## src/rtl/cpu_bus_pkg.sv

```systemverilog
// cpu_bus_pkg: shared bus source indices, arbiter state encoding and default sizes.
package cpu_bus_pkg;
   localparam int DEF_WIDTH   = 32;
   localparam int DEF_NUM_SRC = 24;
   localparam int SRC_R0  = 0,  SRC_R1  = 1,  SRC_R2  = 2,  SRC_R3  = 3;
   localparam int SRC_R4  = 4,  SRC_R5  = 5,  SRC_R6  = 6,  SRC_R7  = 7;
   localparam int SRC_R8  = 8,  SRC_R9  = 9,  SRC_R10 = 10, SRC_R11 = 11;
   localparam int SRC_R12 = 12, SRC_R13 = 13, SRC_R14 = 14, SRC_R15 = 15;
   localparam int SRC_HI  = 16, SRC_LO  = 17, SRC_ZHI = 18, SRC_ZLO = 19;
   localparam int SRC_PC  = 20, SRC_MDR = 21, SRC_INPORT = 22, SRC_C = 23;
   typedef enum logic [1:0] {IDLE, OWN, LOCK} state_t;
endpackage

```

## src/rtl/bus_arb_pick.sv

```systemverilog
// bus_arb_pick: combinational winner picker; fixed priority from 0, or first request at/after i_ptr with wrap.
module bus_arb_pick #(
   parameter int N = 24
) (
   input  logic [N-1:0]         i_req,
   input  logic [$clog2(N)-1:0] i_ptr,
   input  logic                 i_mode,
   output logic [N-1:0]         o_grant,
   output logic [$clog2(N)-1:0] o_idx,
   output logic                 o_any
);
   localparam int IW = $clog2(N);
   logic [IW-1:0] w_base;
   logic [IW-1:0] w_pos [N];
   assign w_base = i_mode ? i_ptr : '0;
   for (genvar g = 0; g < N; g++) begin : g_pos
      assign w_pos[g] = IW'((32'(w_base) + g) % N);
   end
   // scan from the farthest offset down so the nearest request is assigned last
   always_comb begin
      o_idx = '0;
      o_any = 1'b0;
      for (int i = N - 1; i >= 0; i--) begin
         if (i_req[w_pos[i]]) begin
            o_idx = w_pos[i];
            o_any = 1'b1;
         end
      end
      o_grant = o_any ? (N'(1) << o_idx) : '0;
   end
endmodule

```

## src/rtl/bus_arbiter_mux.sv

```systemverilog
// bus_arbiter_mux: registered arbitrated bus multiplexer with lockable ownership
// and saturating multi-driver conflict counting.
module bus_arbiter_mux import cpu_bus_pkg::*; #(
   parameter int WIDTH     = DEF_WIDTH,
   parameter int NUM_SRC   = DEF_NUM_SRC,
   parameter int RR_MODE   = 0,
   parameter int HOLD_LAST = 1,
   parameter int CNT_W     = 16
) (
   input  logic                       clock,
   input  logic                       clear,
   input  logic [NUM_SRC-1:0]         src_req,
   input  logic [NUM_SRC*WIDTH-1:0]   src_data,
   input  logic                       src_lock,
   output logic [WIDTH-1:0]           bus_out,
   output logic                       bus_valid,
   output logic [NUM_SRC-1:0]         grant,
   output logic [$clog2(NUM_SRC)-1:0] grant_idx,
   output logic                       conflict,
   output logic [CNT_W-1:0]           conflict_count
);
   localparam int IW = $clog2(NUM_SRC);
   state_t               r_state;
   logic [IW-1:0]        r_rr_ptr;
   logic [NUM_SRC-1:0]   w_pick_grant;
   logic [IW-1:0]        w_pick_idx;
   logic [IW-1:0]        w_idx;
   logic                 w_any;
   logic                 w_keep;
   logic                 w_valid;
   logic                 w_conflict;
   bus_arb_pick #(.N(NUM_SRC)) u_pick (
      .i_req   (src_req),
      .i_ptr   (r_rr_ptr),
      .i_mode  (RR_MODE != 0),
      .o_grant (w_pick_grant),
      .o_idx   (w_pick_idx),
      .o_any   (w_any)
   );
   // the owner survives only while locked and still requesting; anything else re-arbitrates this cycle
   always_comb begin
      w_keep     = (r_state != IDLE) && src_lock && src_req[grant_idx];
      w_valid    = w_keep || w_any;
      w_idx      = w_keep ? grant_idx : w_pick_idx;
      w_conflict = |(src_req & (src_req - 1'b1));
   end
   always_ff @(posedge clock) begin
      if (clear) begin
         r_state        <= IDLE;
         r_rr_ptr       <= '0;
         bus_out        <= '0;
         bus_valid      <= 1'b0;
         grant          <= '0;
         grant_idx      <= '0;
         conflict       <= 1'b0;
         conflict_count <= '0;
      end else begin
         r_state   <= w_keep ? LOCK : (w_any ? OWN : IDLE);
         grant     <= w_keep ? grant : w_pick_grant;
         grant_idx <= w_idx;
         bus_valid <= w_valid;
         bus_out   <= w_valid ? src_data[w_idx*WIDTH +: WIDTH] : ((HOLD_LAST != 0) ? bus_out : '0);
         if (!w_keep && w_any)
            r_rr_ptr <= (w_pick_idx == IW'(NUM_SRC - 1)) ? '0 : w_pick_idx + 1'b1;
         conflict <= w_conflict;
         if (w_conflict && conflict_count != '1)
            conflict_count <= conflict_count + 1'b1;
      end
   end
endmodule

```

## config.mk

```make
export PLATFORM = sky130hd
export DESIGN_NAME = bus_arbiter_mux
export DESIGN_NICKNAME = d
export VERILOG_FILES = /design/src/rtl/cpu_bus_pkg.sv /design/src/rtl/bus_arb_pick.sv /design/src/rtl/bus_arbiter_mux.sv
export SDC_FILE = /design/constraint.sdc
export NUM_CORES = 1
export LEC_CHECK = 0
export BUFFER_PORTS_ARGS = -buffer_cell sky130_fd_sc_hd__buf_2
export CAP_MARGIN = 30
export CORE_AREA = 2 2 340 342
export DETAILED_ROUTE_END_ITERATION = 8
export DIE_AREA = 0 0 342 344
export SYNTH_ARGS = -nofsm -noshare
export SYNTH_HDL_FRONTEND = slang
export SYNTH_SLANG_ARGS = --single-unit
```

## constraint.sdc

```tcl
create_clock -name clock -period 3.35 [get_ports clock]
set_clock_uncertainty 0.05 [all_clocks]
set_input_delay 0.67 -clock clock [delete_from_list [all_inputs] [get_ports clock]]
set_output_delay 0.67 -clock clock [all_outputs]
set_load 0.02 [all_outputs]
```

# ---- Yosys cells after proc, flatten, opt, wreduce, memory -nomap -nowiden
# Index checks and enable logic that the tools add are counted.
dict set report word_totals {
  rom_bits 0
  out_inout_bits 79
  memories 0
  latchBits 0
  mem_bits_rw 0
  inputBits 795
  word_cells 76
  reg_bits 81
}
dict set report op_classes {
  n_shift 2
  div_mod_pow 0
  n_eq_ne 1
  n_lt_le_gt_ge 1
  mux 54
  n_reduce_logical 7
  add_sub_neg 2
  n_bitwise 1
  multipliers 0
}
# op n
set op_table {}
lappend op_table {{768-bit by 11-bit variable part select with 32-bit output} 1}
lappend op_table {{5-bit two-way mux} 25}
lappend op_table {{1-bit two-way mux} 26}
lappend op_table {{24-bit AND} 1}
lappend op_table {{24-bit two-way mux} 1}
lappend op_table {{24-bit OR reduction} 1}
lappend op_table {{1-bit by 5-bit << shifter with 24-bit output (first input constant)} 1}
lappend op_table {{24-bit by 1-bit subtractor with 24-bit output (second input constant)} 1}
lappend op_table {{16-bit by 1-bit adder with 16-bit output (second input constant)} 1}
lappend op_table {{16-bit inequality test (second input constant)} 1}
lappend op_table {{5-bit by 6-bit less-than comparator with 1-bit output (second input constant)} 1}
lappend op_table {{1-bit binary-select mux with 5-bit select} 1}
lappend op_table {{1-bit logical AND} 3}
lappend op_table {{2-bit two-way mux} 1}
lappend op_table {{2-bit nonzero test} 1}
lappend op_table {{2-bit OR reduction} 1}
lappend op_table {{1-bit logical OR} 1}

# ---- Logic depth before layout (Yosys ltp)
dict set report logic_depth {
  ltp_word 26
  depth_mapped 17
}

# ---- Hierarchy
# From an unflattened synthesis, not the netlist that was laid out.
dict set report unflattened {
  cells_unflattened 2665
  hier_area_um2 18317.6
}
# module seq_area_each_um2 cells_per_inst n_inst area_per_inst_um2
set by_module_without_submodules {}
lappend by_module_without_submodules {bus_arbiter_mux 1721.7 1588 1 10689.0}
lappend by_module_without_submodules {bus_arb_pick 0.0 1077 1 7628.6}

# ---- Worst setup path after synthesis
# OpenSTA, ideal clock, no wires.
dict set report synth_path {
  kind {input to register}
  startpoint {input port src_req[0]}
  endpoint {register conflict_count[1]}
  path_stages 12
  arrival_ns 3.009
  path_slack_ns 0.164
  required_time_ns 3.172
  setup_time_ns 0.128
  cell_sequence {buf_2 -> nor4_1 -> nand4_1 -> or2_1 -> maj3_1 -> o21ai_1 -> a21oi_1 -> o21ai_4 -> buf_4 -> buf_6 -> mux2i_1 -> nor2_1}
}
dict set report synth_via {
  elab_chain_cells 4
}
# element line
set synth_lines {}
lappend synth_lines {{from (decl)} bus_arbiter_mux.sv:12} ;# input logic [NUM_SRC-1:0] src_req,
lappend synth_lines {{24-bit by 1-bit subtractor with 24-bit output} bus_arbiter_mux.sv:45} ;# w_conflict = |(src_req & (src_req - 1'b1));
lappend synth_lines {{24-bit AND *} bus_arbiter_mux.sv:45}
lappend synth_lines {{24-bit OR reduction *} bus_arbiter_mux.sv:45}
lappend synth_lines {{1-bit logical AND *} bus_arbiter_mux.sv:66} ;# if (w_conflict && conflict_count != '1)
lappend synth_lines {{to (signal assigned)} bus_arbiter_mux.sv:67} ;# conflict_count <= conflict_count + 1'b1;
lappend synth_lines {{to (decl)} bus_arbiter_mux.sv:20} ;# output logic [CNT_W-1:0] conflict_count
# Every way passes the cells marked *; elsewhere a longest branch is shown, timed or not.
# A chain may end at the register's enable or synchronous reset.

# ---- Worst setup path in the final report
dict set report layout_path {
  startpoint {register grant_idx[0]}
  endpoint {register bus_out[2]}
}
dict set report layout_via {
  elab_chain_cells 5
}
# element line
set layout_lines {}
lappend layout_lines {{from (decl)} bus_arbiter_mux.sv:18} ;# output logic [$clog2(NUM_SRC)-1:0] grant_idx,
lappend layout_lines {{from (signal assigned)} bus_arbiter_mux.sv:60} ;# grant_idx <= w_idx;
lappend layout_lines {{1-bit binary-select mux with 5-bit select} bus_arbiter_mux.sv:42} ;# w_keep = (r_state != IDLE) && src_lock && src_req[grant_idx];
lappend layout_lines {{1-bit two-way mux (not written as such)} bus_arbiter_mux.sv:42}
lappend layout_lines {{1-bit logical AND} bus_arbiter_mux.sv:42}
lappend layout_lines {{5-bit two-way mux} bus_arbiter_mux.sv:44} ;# w_idx = w_keep ? grant_idx : w_pick_idx;
lappend layout_lines {{768-bit by 11-bit variable part select with 32-bit output} bus_arbiter_mux.sv:62} ;# bus_out <= w_valid ? src_data[w_idx*WIDTH +: WIDTH] : ((HOLD_LAST != 0) ? bus_out : '0);
lappend layout_lines {{to (signal assigned)} bus_arbiter_mux.sv:62}
lappend layout_lines {{to (decl)} bus_arbiter_mux.sv:15} ;# output logic [WIDTH-1:0] bus_out,
# Parallel ways exist; a longest one is shown, timed or not. The select of a mux whose other input is x is not followed.

==> flow_summary.json <==
{
  "rr_startpoint": "grant_idx[0]$_SDFF_PP0_",
  "outcome": "complete, but fails checks",
  "clkSinkCount": 81,
  "cp.required_ns": 3.59,
  "r2r_slack_ns": -0.02,
  "min_path_type": "register to register",
  "initialDrtViolationCount": 1405,
  "cap_violations": 0,
  "post-place-ws_ns": -0.701,
  "clock_path_buffers": 2,
  "cp-end-kind": "register",
  "syn_inst": 1606,
  "synth_edf_count": 0,
  "critPathCapture": "bus_out[2]$_SDFFE_PP0P_",
  "std_cell_rows": 124,
  "dieArea_um2": 118000,
  "setup_tns_ns": -0.0753,
  "antenna_found_initial": 59,
  "dp.final_hpwl_um": 101000,
  "die_x_um": 342,
  "synth.area.top_cells": "nand2_1 (18%), dfxtp_1 (15%), mux2i_1 (8.0%)",
  "rsz0062_at_grt": "true",
  "fin_crit_ns": 3.37,
  "cp-start-kind": "register",
  "crit_top_cell": "buf_12",
  "finalWirelength_um": 118000,
  "n_fill_cell": 13115,
  "cts_inserted_buffers": 9,
  "avgSynthCellArea_um2": 6.69,
  "finalHoldViolCount": 0,
  "vias": 18382,
  "violations": "negative setup slack",
  "routabilityCongestion": 0.971,
  "port_buffers": 873,
  "vias_per_cell": 4.26,
  "syn2layout_area_growth_pct": 99.5,
  "hold_slack_ns": 0.408,
  "path_cells": "buf_12 > mux2i_4 > a22oi_1 > nand4_1 > and3_4 > buf_6 > a21o_4 > buf_12 > buf_16 > buf_12 > buf_6 > mux4_2 > nand2_1 > a311o_1 > nand3_1",
  "grt_max_degree": 58,
  "slew_headroom_pct": 52.5,
  "period_share_pct": 100,
  "place_inst": 4217,
  "crit_path_max_fanout": 8,
  "criticalPathCategory": "register to register",
  "drive_above_1_share_pct": 52.5,
  "dieHeight_um": 344,
  "synthesis.nets": 2402,
  "grt_pass1_wl_um": 150000,
  "drc": 0,
  "synth-seq-area-share_pct": 15.1,
  "root_buffer": "clkbuf_16",
  "clk_latency_ns": 0.41,
  "clkTransAtPathRegs_ns": 0.09,
  "layout.cells.most_common": "buf_2",
  "coreArea_um2": 114000,
  "initial_core_util_pct": 9.43,
  "setup_viol_count_final": 7,
  "nets": 3576,
  "slew_viol_final": 0,
  "cpMaxStageDelayCell": "dfxtp_4",
  "critPathMaxStageDelay_ns": 0.40,
  "powerDensity_nw_per_um2": 241,
  "p_leak_nw": 10.0,
  "critical_path_arrival_ns": 3.61,
  "cts_tree": "built",
  "track_usage_pct": 18.7,
  "stdcell_count": 4317,
  "yosysTopAreaCell": "nand2_1",
  "grt_pass1_vias": 17727,
  "io_pins": 874,
  "synth_flop_cell": "dfxtp_1",
  "synth_cell_types": 69,
  "yosysWarnings": 0,
  "r2r-end": "bus_out[2]$_SDFFE_PP0P_",
  "synth_area_um2": 10700,
  "wl_per_cell_um": 27.3,
  "h-tree-depth": 3,
  "async_flop_share_pct": 0,
  "min_path_cells": 2,
  "fmax_ghz": 0.297,
  "ys_ff_latch": 81,
  "startpoint": "grant_idx[0]$_SDFF_PP0_",
  "fin_ws_ns": -0.0153,
  "final_cell_mix": "buf_2 (872), nand2_1 (500), buf_4 (329)",
  "drt_pass1_iterations": 5,
  "gr-total-overflow": 0,
  "tightest_slew_ns": 0.713,
  "reg2reg_depth": 15,
  "vdd_drop_max_mv": 0.266,
  "antenna_left": 0,
  "synth.top_cell.area_share_pct": 17.8
}
## metrics by stage
| step | instance area (µm²) | util, % | total power, mW |
|---|---|---|---|
| 3_5_place_dp | 19700 | 17.3 | 3.65 |
| 4_1_cts | 20500 | 18.0 | 5.08 |
| 5_1_grt | 21400 | 18.8 | 5.43 |
| 6_report | 21400 | 18.8 | 5.16 |
| 3_3_place_gp | 19700 | 17.3 | 3.67 |
| 2_1_floorplan | 10700 | - | 2.10 |
## worst max-delay path: cells and delay by family, from the launching register on
kind / cells / cell delay [ns]
AO/OA/AOI/OAI: 3 / 0.75
buffers and inverters: 6 / 0.82
flip-flops: 1 / 0.40
multiplexers: 2 / 0.58
AND/OR/NAND/NOR: 4 / 0.62
## timing repair
item                                    CTS  global route
endpoints found under the setup margin   32            31
pin swaps                                23            91
hold buffers                              0             0
setup buffers                            23            43
gates cloned                              2             5
resized for setup                        49           103
## Yosys cell counts, types with 3 or more instances
master and n:
o21bai_1 7, or3_1 18, or4_1 5, a21oi_1 22, buf_4 5, and3_1 3
mux4_2 30, nor3b_1 32, o32ai_1 3, nand2_1 510, a31oi_1 3, o21ai_0 32
mux2i_1 86, nand4_1 68, nor3_1 6, a211oi_1 65, nor2b_1 5, nand2b_1 6
a22oi_1 7, nor2_1 73, nor4_1 6, a32oi_1 64, o31ai_1 3, inv_1 44
buf_6 17, nand3_1 170, dfxtp_1 81, maj3_1 3, clkbuf_1 52, buf_2 71
a311o_1 60, o211ai_1 3
## worst min-delay path by stage
stage,from,to,slack [ns]
6_report,grant[18]$_SDFFE_PP0N_,grant[18]$_SDFFE_PP0N_,0.41
5_1_grt,grant[20]$_SDFFE_PP0N_,grant[20]$_SDFFE_PP0N_,0.43
4_1_cts,grant[17]$_SDFFE_PP0N_,grant[17]$_SDFFE_PP0N_,0.41
3_5_place_dp,grant[19]$_SDFFE_PP0N_,grant[19]$_SDFFE_PP0N_,0.39
3_3_place_gp,grant[11]$_SDFFE_PP0N_,grant[11]$_SDFFE_PP0N_,0.39
2_1_floorplan,grant[1]$_SDFFE_PP0N_,grant[1]$_SDFFE_PP0N_,0.48
## where the power goes
group | leakage, nW | internal [mW] | switching [mW] | total, mW
Clock | 0.153 | 0.595 | 0.614 | 1.21
Sequential | 0.666 | 1.02 | 0.0569 | 1.07
Combinational | 9.20 | 1.33 | 1.54 | 2.87
## layer usage
| layer | vias to the layer above | GRT usage (%) | routed length (µm) | part of all wire, % |
|---|---|---|---|---|
| met3 | 139 | 5.45 | 11700 | 9.9 |
| met5 | - | 0 | 175 | 0.15 |
| met1 | 8849 | 26.0 | 53200 | 45 |
| li1 | 8295 | - | - | - |
| met4 | 28 | 4.44 | 2820 | 2.4 |
| met2 | 1071 | 28.2 | 50100 | 42 |
## final cells by class
cell class              count  area (µm²)  share of cell area, %
repair buffers           1311        8780                   40.9
multi-input cells        1333        8610                   40.2
well taps                1512        1890                   8.83
flip-flops and latches     81        1630                   7.60
clock buffers               9         225                   1.05
inverters                  44         165                  0.771
clock inverters             7        85.1                  0.397
diodes                     20        50.0                  0.233
## sequential cells by signal (all words and copies together), names as in the netlist
name	cells
grant_idx	5
r_state	2
grant	24
conflict	1
conflict_count	16
bus_valid	1
bus_out	32
## cells by family (layout without fill, tap and decap cells)
group	after synthesis	in the layout	synth area share (%)
simple gates	912	912	38.3
compound gates	295	295	22.2
buf+inv	192	1371	9.00
mux	121	121	15.0
flops	81	81	15.1
fa+ha+maj	4	4	0.396
xor+xnor	1	1	0.0815
other cells	0	20	0
No activity file was read; power rests on OpenSTA's default activity.
